===== src/rtl/anim_step_ctrl.sv =====
// Animation sequencer: emits a one-cycle step strobe every tm_value clocks and
// walks the frame index in wrap or ping-pong order, with run/pause/single-step.
module anim_step_ctrl #(
    parameter int unsigned TM_WIDTH  = 27,
    parameter int unsigned FRAMES    = 8,
    parameter int unsigned IDX_WIDTH = 3
) (
    input  logic                 clk,
    input  logic                 rst,
    input  logic [TM_WIDTH-1:0]  tm_value,
    input  logic                 count_en,
    input  logic                 btn_pause,
    input  logic                 btn_step,
    input  logic                 pingpong,
    output logic                 step,
    output logic [IDX_WIDTH-1:0] frame_idx,
    output logic                 dir,
    output logic                 running
);

    typedef enum logic [1:0] {IDLE, RUN, PAUSE} state_t;

    localparam logic [IDX_WIDTH-1:0] LAST = IDX_WIDTH'(FRAMES - 1);

    state_t               state, state_nx;
    logic [TM_WIDTH-1:0]  cnt, cnt_nx;
    logic [TM_WIDTH-1:0]  tm_lat, tm_lat_nx;
    logic                 advance;
    logic [IDX_WIDTH-1:0] idx_nx;
    logic                 dir_nx;

    // Returns {dir, idx} of the frame that follows the current one.
    function automatic logic [IDX_WIDTH:0] next_frame(
        input logic [IDX_WIDTH-1:0] idx,
        input logic                 d,
        input logic                 pp
    );
        logic [IDX_WIDTH-1:0] n;
        logic                 nd;
        if (!pp) begin
            nd = 1'b0;
            n  = (idx == LAST) ? '0 : idx + IDX_WIDTH'(1);
        end else if (!d) begin
            nd = (idx == LAST);
            n  = (idx == LAST) ? LAST - IDX_WIDTH'(1) : idx + IDX_WIDTH'(1);
        end else begin
            nd = (idx != '0);
            n  = (idx == '0) ? IDX_WIDTH'(1) : idx - IDX_WIDTH'(1);
        end
        return {nd, n};
    endfunction

    always_comb begin
        state_nx  = state;
        cnt_nx    = cnt;
        tm_lat_nx = tm_lat;
        advance   = 1'b0;
        if (!count_en || tm_value == '0) begin
            state_nx = IDLE;
            cnt_nx   = '0;
        end else begin
            case (state)
                IDLE: begin
                    state_nx  = RUN;
                    cnt_nx    = '0;
                    tm_lat_nx = tm_value;
                end
                RUN: begin
                    if (btn_pause) state_nx = PAUSE;
                    // A speed change restarts the period and masks any terminal count.
                    if (tm_value != tm_lat) begin
                        tm_lat_nx = tm_value;
                        cnt_nx    = '0;
                    end else if (!btn_pause) begin
                        if (cnt == tm_lat - TM_WIDTH'(1)) begin
                            cnt_nx  = '0;
                            advance = 1'b1;
                        end else begin
                            cnt_nx = cnt + TM_WIDTH'(1);
                        end
                    end
                end
                PAUSE: begin
                    if (btn_pause) state_nx = RUN;
                    if (tm_value != tm_lat) begin
                        tm_lat_nx = tm_value;
                        cnt_nx    = '0;
                    end else if (!btn_pause && btn_step) begin
                        cnt_nx  = '0;
                        advance = 1'b1;
                    end
                end
                default: state_nx = IDLE;
            endcase
        end
        {dir_nx, idx_nx} = advance ? next_frame(frame_idx, dir, pingpong) : {dir, frame_idx};
    end

    always_ff @(posedge clk or negedge rst) begin
        if (!rst) begin
            state     <= IDLE;
            cnt       <= '0;
            tm_lat    <= '0;
            step      <= 1'b0;
            frame_idx <= '0;
            dir       <= 1'b0;
            running   <= 1'b0;
        end else begin
            state     <= state_nx;
            cnt       <= cnt_nx;
            tm_lat    <= tm_lat_nx;
            step      <= advance;
            frame_idx <= idx_nx;
            dir       <= dir_nx;
            running   <= (state_nx == RUN);
        end
    end

endmodule


===== config.mk =====
export PLATFORM = sky130hd
export DESIGN_NAME = anim_step_ctrl
export DESIGN_NICKNAME = d
export VERILOG_FILES = /design/src/rtl/anim_step_ctrl.sv
export SDC_FILE = /design/constraint.sdc
export NUM_CORES = 1
export LEC_CHECK = 0
export BUFFER_PORTS_ARGS = -buffer_cell sky130_fd_sc_hd__buf_2
export CORE_ASPECT_RATIO = 1.1
export CORE_UTILIZATION = 55
export CTS_BUF_LIST = sky130_fd_sc_hd__clkbuf_4 sky130_fd_sc_hd__clkbuf_8
export CTS_CLUSTER_SIZE = 24
export DETAILED_ROUTE_END_ITERATION = 8
export HOLD_SLACK_MARGIN = 0.03
export PLACE_DENSITY = 0.74
export SLEW_MARGIN = 25
export SYNTH_ARGS = -nofsm -noshare
export SYNTH_HDL_FRONTEND = slang
export SYNTH_SLANG_ARGS = --single-unit
export TNS_END_PERCENT = 30

===== constraint.sdc =====
create_clock -name clk -period 6.3 [get_ports clk]
set_clock_uncertainty 0.05 [all_clocks]
set_input_delay 1.26 -clock clk [delete_from_list [all_inputs] [get_ports clk]]
set_output_delay 1.26 -clock clk [all_outputs]
set_load 0.05 [all_outputs]

==> results.json <==
{
  "hold_violations": 0,
  "cts_resized": 0,
  "clk_pin_slew_ns": 0.06,
  "synth-warning-count": 0,
  "track_usage_pct": 26.0,
  "yosysTopAreaCellShare_pct": 32.7,
  "critical_path_class": "in -> reg",
  "nets": 570,
  "wire_per_inst_um": 17.3,
  "netlist_area_mm2": 0.00474,
  "synthArstFlopShare_pct": 100,
  "hold_path_class": "reg -> reg",
  "syn2layout_area_growth_pct": 8.93,
  "end_kind": "flip-flop",
  "synth-main-ff-cell": "dfrtp_1",
  "diodes": 0,
  "finalSetupViolCount": 0,
  "peakVddDrop_mv": 0.0976,
  "insertion_delay_ns": 0.34,
  "worstHoldPathCells": 1,
  "met3_length_um": 463,
  "grt_antenna_before_repair": 0,
  "top_layer": "met4",
  "crit_fanout": 27,
  "max_slew_margin_pct": 40.3,
  "min-delay-start": "cnt[12]$_DFFE_PN0P_",
  "post_drt_via_cell_ratio": 6.21,
  "drv_cap": 0,
  "route.detailed.drc": 0,
  "portBuffers": 38,
  "cp.required_ns": 6.49,
  "cts_tree": "built",
  "cts_sinks": 62,
  "fmax_ghz": 0.245,
  "cts_root_buf": "clkbuf_8",
  "cts_setup_buffers": 0,
  "routed_wl_mm": 11.1,
  "wl_met1_mm": 4.95,
  "grt_pass1_wl_mm": 18.5,
  "synthCells": 503,
  "synth_nets": 548,
  "cts_buffers": 9,
  "die_area_mm2": 0.00899,
  "hpwlAfterDp_mm": 8.24,
  "pin_count": 39,
  "synth_area_leaders": "dfrtp_1 (33%), xor2_1 (6.5%), mux2_2 (5.9%), xnor2_1 (4.8%), and3_1 (3.8%)",
  "finalSetupTns_ns": 0,
  "avgSynthCellArea_um2": 9.42,
  "num_rows": 35,
  "drv_slew": 0,
  "fp.dieH_um": 99.3,
  "start_util_pct": 56.6,
  "dr_total_vias": 3978,
  "tightest_slew_ns": 0.895,
  "fp.dieW_um": 90.5,
  "p_leak_uw": 0.00209,
  "r2r-start": "tm_lat[0]$_DFFE_PN0P_",
  "synth_cell_type_count": 68,
  "final_layout_size_suffix_gt1_share_pct": 20.4,
  "status": "completed",
  "hold-path-endpoint": "cnt[12]$_DFFE_PN0P_",
  "worst_setup_path_start_kind": "input port",
  "grt_max_degree": 63,
  "met2_length_mm": 5.42,
  "core_mm2": 0.00836,
  "whs_ns": 0.491,
  "rsz0062_at_grt": "false",
  "overflow": 0,
  "netlist.top_cell.by_area": "dfrtp_1",
  "synth_edf_count": 0,
  "antenna_left": 0,
  "synth_seq_cells": 62,
  "power_density_mw_per_mm2": 199,
  "worstPathArrival_ns": 4.26,
  "holdBufCountCts": 0,
  "ctsHtreeMaxLevel": 3,
  "clk_path_buf_depth": 2,
  "critPathLaunch": "tm_value[3]",
  "ys_seq_area_share_pct": 32.7,
  "reg2reg_to": "cnt[13]$_DFFE_PN0P_",
  "gp_congestion": 0.853,
  "fin_crit_sh_pct": 64.7,
  "grt_pass1_vias": 3883,
  "reg2regPathDepth": 10,
  "finalCriticalPeriod_ns": 4.08,
  "r2r_setup_slack_ns": 2.37,
  "drt_first_pass_iters": 4,
  "drt_iter0_markers": 143
}
==> where the power goes <==
group          switching, uW  internal, uW
Combinational           88.8          78.4
Clock                    151           241
Sequential              51.0           419
Total                    291           738
==> worst max-delay path by stage <==
stage / to / slack [ns] / depth (start not counted)
detailed placement: cnt[25]$_DFFE_PN0P_ / 1.92 / 8
global placement: cnt[6]$_DFFE_PN0P_ / 1.99 / 8
finish: cnt[9]$_DFFE_PN0P_ / 2.22 / 8
global route: cnt[11]$_DFFE_PN0P_ / 1.99 / 8
floorplan: cnt[7]$_DFFE_PN0P_ / 3.03 / 8
CTS: cnt[25]$_DFFE_PN0P_ / 2.29 / 8
==> kinds of logic after synthesis <==
family	count (synthesis)	share of synthesized area (%)
AO/OA/AOI/OAI	96	15.6
XOR/XNOR	61	11.3
adder cells (fa/ha/maj)	12	3.17
buffers and inverters	47	4.73
flip-flops	62	32.7
multiplexers	27	6.47
AND/OR/NAND/NOR	198	26.0
==> state kept, by name (all words and copies together), names as in the netlist <==
signal / flops
frame_idx: 3
step: 1
cnt: 27
running: 1
dir: 1
state: 2
tm_lat: 27
==> Yosys cell counts, types with 3 or more instances <==
master,instances
buf_6,4
nand3_1,13
or3_1,13
xor2_1,35
or2_2,5
clkbuf_1,17
nor2b_1,6
o21ai_1,6
buf_2,4
o31ai_1,21
and2_1,5
a21oi_1,6
inv_1,16
ha_1,12
nor3_1,13
nor2_1,19
dfrtp_1,62
nor4_1,19
a32oi_1,3
mux2_2,25
or4_4,3
or4_1,4
and3_1,29
a211oi_1,3
nor4b_1,3
o21ai_0,13
nand2_1,34
xnor2_1,26
nand2b_1,4
nand4_1,11
a22oi_1,17
buf_4,3
==> final cells by class <==
class	count	area [um^2]
tap	111	139
clock inverter	4	70.1
inverter	16	60.1
sequential	62	1550
multi-input combinational	394	2970
fill	682	3200
clock buffer	12	153
timing repair buffer	42	220
==> cell usage in the layout (no fill, tap or decap), drive strengths merged, types with 13 or more instances in the layout <==
master	Yosys	final
nor3	14	14
xnor2	26	26
nand2	34	34
a22oi	17	17
buf	13	42
nand4	13	13
nor4	21	21
nand3	15	15
o31ai	21	21
o21ai	19	19
inv	16	16
nor2	19	19
or3	13	13
mux2	26	26
xor2	35	35
and3	29	29
dfrtp	62	62
==> worst max-delay path: stages <==
cell and delay (ns):
buf_2 0.12, xor2_1 0.16, nor4_1 0.31, nand4_1 0.22, nor3_1 0.29, and3_1 0.79, nand3_2 0.68, o31ai_1 0.43
==> per-layer routing <==
layer	vias to the layer above	track usage, %
li1	1933	-
met1	1925	33.2
met2	99	43.9
met3	21	3.90
met4	0	11.4
met5	-	0
==> metrics by stage <==
stage | cells | power (uW) | util [%] | worst slack (ns) | instance area [um^2]
floorplan | 503 | 590 | - | 3.03 | 4740
global route | 641 | 1070 | 61.7 | 1.99 | 5160
global placement | 625 | 636 | 59.0 | 1.99 | 4940
finish | 641 | 1030 | 61.7 | 2.22 | 5160
CTS | 641 | 1030 | 61.7 | 2.29 | 5160
detailed placement | 625 | 643 | 59.0 | 1.92 | 4940
Power figures use the tool's default switching activity.
